`src/rtl/image_pixel_packer.sv`:
```
// Packs a fval/lval-qualified pixel stream four-to-a-word for the DDR3 write FIFO,
// tracking lines per frame, frame-length errors and words dropped on FIFO overflow.
module image_pixel_packer #(
  parameter int PIX_W = 10
) (
  input  logic             clk_rxg,
  input  logic             rst_rx_n,
  input  logic             fval,
  input  logic             lval,
  input  logic [PIX_W-1:0] pix_data,
  input  logic [11:0]      window_row_length,
  input  logic             fifo_full,
  output logic             fifo_wr_en,
  output logic [63:0]      fifo_din,
  output logic             frame_start,
  output logic             frame_done,
  output logic             frame_err,
  output logic [11:0]      line_cnt,
  output logic             overflow,
  input  logic             clr_overflow,
  output logic [15:0]      drop_cnt
);

  typedef enum logic [1:0] {S_ARM, S_IDLE, S_FRAME} state_t;

  logic             fv_r_q, lv_r_q, fv_dly_q, lv_dly_q;
  logic [PIX_W-1:0] pix_r_q;

  state_t      state_q, state_d;
  logic [1:0]  pix_idx_q, pix_idx_d;
  logic [63:0] word_q, word_d;
  logic [63:0] din_q, din_d;
  logic        wr_pend_q, wr_pend_d;
  logic        start_q, start_d;
  logic        done_q, done_d;
  logic        err_q, err_d;
  logic [11:0] line_cnt_q, line_cnt_d;
  logic        ovf_q, ovf_d;
  logic [15:0] drop_cnt_q, drop_cnt_d;

  logic accept, line_end, fv_fall, lv_fall, drop;

  function automatic logic [63:0] place_pix(input logic [63:0] w, input logic [1:0] idx,
                                            input logic [PIX_W-1:0] p);
    logic [63:0] r;
    r = w;
    r[{idx, 4'b0000} +: PIX_W] = p;
    return r;
  endfunction

  function automatic logic [15:0] sat_inc16(input logic [15:0] v);
    return (v == 16'hFFFF) ? v : v + 16'd1;
  endfunction

  // Input stage: free-running so the reset-exit arm state sees the live fval level
  always_ff @(posedge clk_rxg) begin
    fv_r_q   <= fval;
    lv_r_q   <= lval;
    pix_r_q  <= pix_data;
    fv_dly_q <= fv_r_q;
    lv_dly_q <= lv_r_q;
  end

  assign fv_fall = fv_dly_q & ~fv_r_q;
  assign lv_fall = lv_dly_q & ~lv_r_q;

  always_comb begin
    state_d    = state_q;
    pix_idx_d  = pix_idx_q;
    word_d     = word_q;
    din_d      = din_q;
    wr_pend_d  = 1'b0;
    start_d    = 1'b0;
    done_d     = 1'b0;
    err_d      = 1'b0;
    line_cnt_d = line_cnt_q;
    accept     = 1'b0;
    line_end   = 1'b0;

    case (state_q)
      S_ARM: begin
        if (!fv_r_q) state_d = S_IDLE;
      end
      S_IDLE: begin
        if (fv_r_q) begin
          start_d    = 1'b1;
          line_cnt_d = 12'd0;
          state_d    = S_FRAME;
          accept     = lv_r_q;
        end
      end
      S_FRAME: begin
        accept   = fv_r_q & lv_r_q;
        line_end = lv_fall | (fv_fall & lv_dly_q);
        if (fv_fall) begin
          done_d  = 1'b1;
          state_d = S_IDLE;
        end
      end
      default: state_d = S_ARM;
    endcase

    // Pixel accept and line end are mutually exclusive: line end needs lv_r or fv_r low
    if (accept) begin
      if (pix_idx_q == 2'd3) begin
        din_d     = place_pix(word_q, pix_idx_q, pix_r_q);
        wr_pend_d = 1'b1;
        word_d    = 64'd0;
        pix_idx_d = 2'd0;
      end else begin
        word_d    = place_pix(word_q, pix_idx_q, pix_r_q);
        pix_idx_d = pix_idx_q + 2'd1;
      end
    end

    if (line_end) begin
      line_cnt_d = line_cnt_q + 12'd1;
      if (pix_idx_q != 2'd0) begin
        din_d     = word_q;
        wr_pend_d = 1'b1;
        word_d    = 64'd0;
        pix_idx_d = 2'd0;
      end
    end

    if (done_d) err_d = (line_cnt_d != window_row_length);
  end

  // Write stage: fifo_full is judged in the cycle the word is presented
  assign drop       = wr_pend_q & fifo_full;
  assign fifo_wr_en = wr_pend_q & ~fifo_full;

  always_comb begin
    ovf_d      = ovf_q;
    drop_cnt_d = drop_cnt_q;
    if (clr_overflow) begin
      ovf_d      = 1'b0;
      drop_cnt_d = 16'd0;
    end
    if (drop) begin
      ovf_d      = 1'b1;
      drop_cnt_d = clr_overflow ? 16'd1 : sat_inc16(drop_cnt_q);
    end
  end

  always_ff @(posedge clk_rxg) begin
    if (!rst_rx_n) begin
      state_q    <= S_ARM;
      pix_idx_q  <= 2'd0;
      word_q     <= 64'd0;
      din_q      <= 64'd0;
      wr_pend_q  <= 1'b0;
      start_q    <= 1'b0;
      done_q     <= 1'b0;
      err_q      <= 1'b0;
      line_cnt_q <= 12'd0;
      ovf_q      <= 1'b0;
      drop_cnt_q <= 16'd0;
    end else begin
      state_q    <= state_d;
      pix_idx_q  <= pix_idx_d;
      word_q     <= word_d;
      din_q      <= din_d;
      wr_pend_q  <= wr_pend_d;
      start_q    <= start_d;
      done_q     <= done_d;
      err_q      <= err_d;
      line_cnt_q <= line_cnt_d;
      ovf_q      <= ovf_d;
      drop_cnt_q <= drop_cnt_d;
    end
  end

  assign fifo_din    = din_q;
  assign frame_start = start_q;
  assign frame_done  = done_q;
  assign frame_err   = err_q;
  assign line_cnt    = line_cnt_q;
  assign overflow    = ovf_q;
  assign drop_cnt    = drop_cnt_q;

endmodule

```
`config.mk`:
```
export PLATFORM = sky130hd
export DESIGN_NAME = image_pixel_packer
export DESIGN_NICKNAME = d
export VERILOG_FILES = /design/src/rtl/image_pixel_packer.sv
export SDC_FILE = /design/constraint.sdc
export NUM_CORES = 1
export LEC_CHECK = 0
export CORE_MARGIN = 5
export CORE_UTILIZATION = 53
export DETAILED_ROUTE_END_ITERATION = 10
export PLACE_DENSITY_LB_ADDON = 0.1
export SYNTH_ARGS = -nofsm -noshare
export SYNTH_HDL_FRONTEND = slang
export SYNTH_SLANG_ARGS = --single-unit
```
`constraint.sdc`:
```
create_clock -name clk_rxg -period 3.25 [get_ports clk_rxg]
set_clock_uncertainty 0.05 [all_clocks]
set_input_delay 0.975 -clock clk_rxg [delete_from_list [all_inputs] [get_ports clk_rxg]]
set_output_delay 0.975 -clock clk_rxg [all_outputs]
set_load 0.05 [all_outputs]
```
==> impl_metrics.toml, run 1 <==
[timing]
fmax_mhz = 336
setup_violations = 0
whs_ps = 408
fin_tns_setup_ps = 0
maxSlewHeadroom_pct = 49.8
finalCriticalPeriod_ps = 2970
finalHoldViolCount = 0
worst_pin_slew_ps = 752
period_share_pct = 91.5
rsz0062_at_grt = "no"
drv_slew = 0

[pwr]
p_leak_uw = 0.00335
power_frac_seq_pct = 46.8
netSwitchingFraction_pct = 24.9
p_per_area_nw_per_um2 = 520
p_clk_share_pct = 42.6
combPwrFrac_pct = 10.6
p_sw_uw = 1210
intPower_uw = 3660
ir_worst_vdd_uv = 388

[synth]
syn_nets = 877
netlist_instances = 836
synth.avg_cell_area_um2 = 8.85
synth-edff-count = 0
synth.area.top_cells = "dfxtp_1, nor2_1, nand2_1"
yosys.cell_types.count = 56
yosys_warnings = 0
synth_top_area_share_pct = 48.4
synth_area_um2 = 7400
yosys.area.top_type = "dfxtp_1"
synthArstFlopShare_pct = 0
ys.flop_type = "dfxtp_1"
synth-seq-cells = 179
seq_area_frac_synth_pct = 48.4

[route]
wl_per_cell_um = 16.6
drt_iter0_drc = 540
wirelength_mm = 18.8
first_pass_iters = 6
vias_per_cell = 5.69
vias = 6447
drcViolationCount = 0
drtAntennaViolNets = 0

[critical_path]
r2r.worst_path.cells = 9
cp-end-kind = "flop"
worstPathArrival_ps = 3260
rrSetupSlack_ps = 280
cp_cell_sequence = "inv_1, ha_1, nand2_1, a21o_1, nor2_2, nor2_2, buf_4, nand2_1, a21boi_0"
critical_path.max_fanout = 24
crit_path_start_kind = "flop"
critical_path_class = "flop to flop"
slowest_stage = "nor2_2"
slowest_delay_ps = 570
worstPathRequired_ps = 3540

[cells_and_area]
n_antenna_cell = 0
areaGrowthSynthToFinish_pct = 26.7
fin_cells = 1133
drive_gt1_share_pct = 6.09
nNetsFinal = 981

[floorplanning]
die_area_um2 = 16400
core-area_um2 = 13800
initial_core_util_pct = 53.7
die_w_um = 128
rows = 43
ioPinCount = 125
die_h_um = 128

[clock_network]
cts_buffers = 17
clk_pin_slew_worst_paths_ps = 60
hold_buffers = 0
clk_latency_ps = 420
cts_tree = "yes"
clock_path_buffers = 2
h-tree-depth = 4
post-cts-setup-buffer-count = 0
clockRootBuffer = "clkbuf_16"
post_cts_resized = 0
cts_num_sinks = 179

[global_routing]
grt_max_degree = 43
grt_pass1_vias = 6168
met2_usage_pct = 37.4
track_usage_pct = 22.5
grt_use_met3_pct = 4.67
overflow = 0
grt_busiest_layer = "met2"
grt_pass1_wl_mm = 30.3
antenna_found_initial = 0
grtUsageMet1_pct = 29.2

[place]
place.gp.congestion = 0.929
portBuffers = 124
hpwl_mm = 12.9
placed_cells = 1101

[run]
drv_cap = 0

[status]
outcome = "complete, no violations"

[worst_hold_path]
min_path_type = "flop to flop"
worstHoldPathCells = 1
==> final cells by class <==
class                           count  area (um2)
Tap cell                          180         225
Sequential cell                   179        3580
Clock inverter                     12         155
Fill cell                        1139        4400
Inverter                           12        45.0
Clock buffer                       20         447
Timing Repair Buffer              137        1360
Multi-Input combinational cell    593        3560
==> synth_stat cells, types with 2 or more instances <==
cell,count
buf_1,8
nor3_1,9
buf_2,3
nand4_1,4
a21oi_1,34
o2bb2ai_1,4
a211oi_1,4
xnor2_1,6
a221oi_1,12
nor4bb_1,2
buf_6,2
nor4_1,4
ha_1,13
inv_1,12
clkbuf_1,38
and3_1,8
a22o_1,24
mux2i_1,5
nand2b_1,19
and2_1,39
dfxtp_1,179
o21ai_0,8
xor2_1,14
mux2_2,3
a31oi_1,8
nand2_1,93
nor2b_1,31
o221ai_1,27
nor2_1,122
a21boi_0,25
or3_1,3
a22oi_1,31
nand3_1,18
a21o_1,2
==> worst paths after layout <==
path	startpoint	endpoint
min	word_q[44]	word_q[44]
max	state_q[0]	fifo_din[58]
min reg2reg	word_q[44]	word_q[44]
max reg2reg	state_q[0]	fifo_din[58]
==> sequential cells by signal, summed over array words and instances (netlist names), 2 cells and up <==
signal / flops
line_cnt: 12
drop_cnt: 16
state_q: 2
pix_idx_q: 2
fifo_din: 64
pix_r_q: 10
word_q: 64
==> metal layers <==
metal	up-vias	part of all wire [%]
met4	0	1.8
met5	-	0
met3	31	6.9
li1	3120	-
met1	3044	44
met2	252	48
==> placed cells by master (no fill, tap or decap), types with 3 or more instances in the layout <==
cell,count
a22o_1,24
ha_1,13
or3_1,3
buf_4,12
nor3_1,9
a31oi_1,8
o2bb2ai_1,4
xor2_1,14
a21oi_1,34
clkinv_2,3
and2_1,39
inv_1,12
nand3_1,18
and3_1,8
mux2i_1,5
nand4_1,4
a211oi_1,4
dfxtp_1,179
bufinv_16,3
a221oi_1,12
xnor2_1,6
a22oi_1,31
a21boi_0,25
o221ai_1,27
clkbuf_16,17
clkinv_4,3
nor2_2,3
nor4_1,4
o21ai_0,8
nand2_1,92
mux2_2,3
nand2b_1,19
clkdlybuf4s50_1,122
nor2b_1,31
nor2_1,120
==> stage by stage <==
stage | util (%) | instance area (um2) | total power [uW] | setup WS [ps]
after floorplan | - | 7400 | 2670 | 561
after global placement | 63.7 | 8770 | 2810 | 395
after detailed placement | 63.7 | 8770 | 2840 | 318
after CTS | 68.1 | 9370 | 4890 | 268
after global routing | 68.1 | 9370 | 5040 | 98.4
final | 68.1 | 9370 | 4870 | 275
==> worst max-delay path: cells and delay by family (launching register included) <==
| kind | cells | cell delay, ps |
|---|---|---|
| AND/OR/NAND/NOR | 4 | 1100 |
| AO/OA/AOI/OAI | 2 | 580 |
| buffers and inverters | 2 | 490 |
| flip-flops | 1 | 400 |
| adder cells (fa/ha/maj) | 1 | 250 |
==> kinds of logic (layout without fill, tap and decap cells) <==
kind of cell | after synthesis | count (layout) | share of synthesized area [%]
buffers and inverters | 64 | 181 | 3.55
xor gates and xnor gates | 20 | 20 | 2.37
adders and majority gates | 13 | 13 | 2.20
AOI/OAI and AO/OA | 190 | 190 | 19.0
muxes | 8 | 8 | 1.13
and+or+nand+nor | 362 | 362 | 23.3
DFF | 179 | 179 | 48.4
==> power groups by stage <==
stage                     Sequential (uW)  Clock, uW  Combinational (uW)
after global placement               2330          0                 490
after CTS                            2280       2100                 511
after floorplan                      2330          0                 337
after detailed placement             2330          0                 508
final                                2280       2070                 517
after global routing                 2280       2200                 558
Note: power is estimated with default switching activity, not from simulation.
==> run 2: changes to the inputs <==
--- a/config.mk
+++ b/config.mk
@@ -5,8 +5,10 @@
 export SDC_FILE = /design/constraint.sdc
 export NUM_CORES = 1
 export LEC_CHECK = 0
+export CAP_MARGIN = 20
 export CORE_MARGIN = 5
 export CORE_UTILIZATION = 53
+export CTS_CLUSTER_SIZE = 24
 export DETAILED_ROUTE_END_ITERATION = 10
 export PLACE_DENSITY_LB_ADDON = 0.1
 export SYNTH_ARGS = -nofsm -noshare
==> results of run 2 <==
Same layout as run 1: the final DEF is identical, and so are final timing and power.
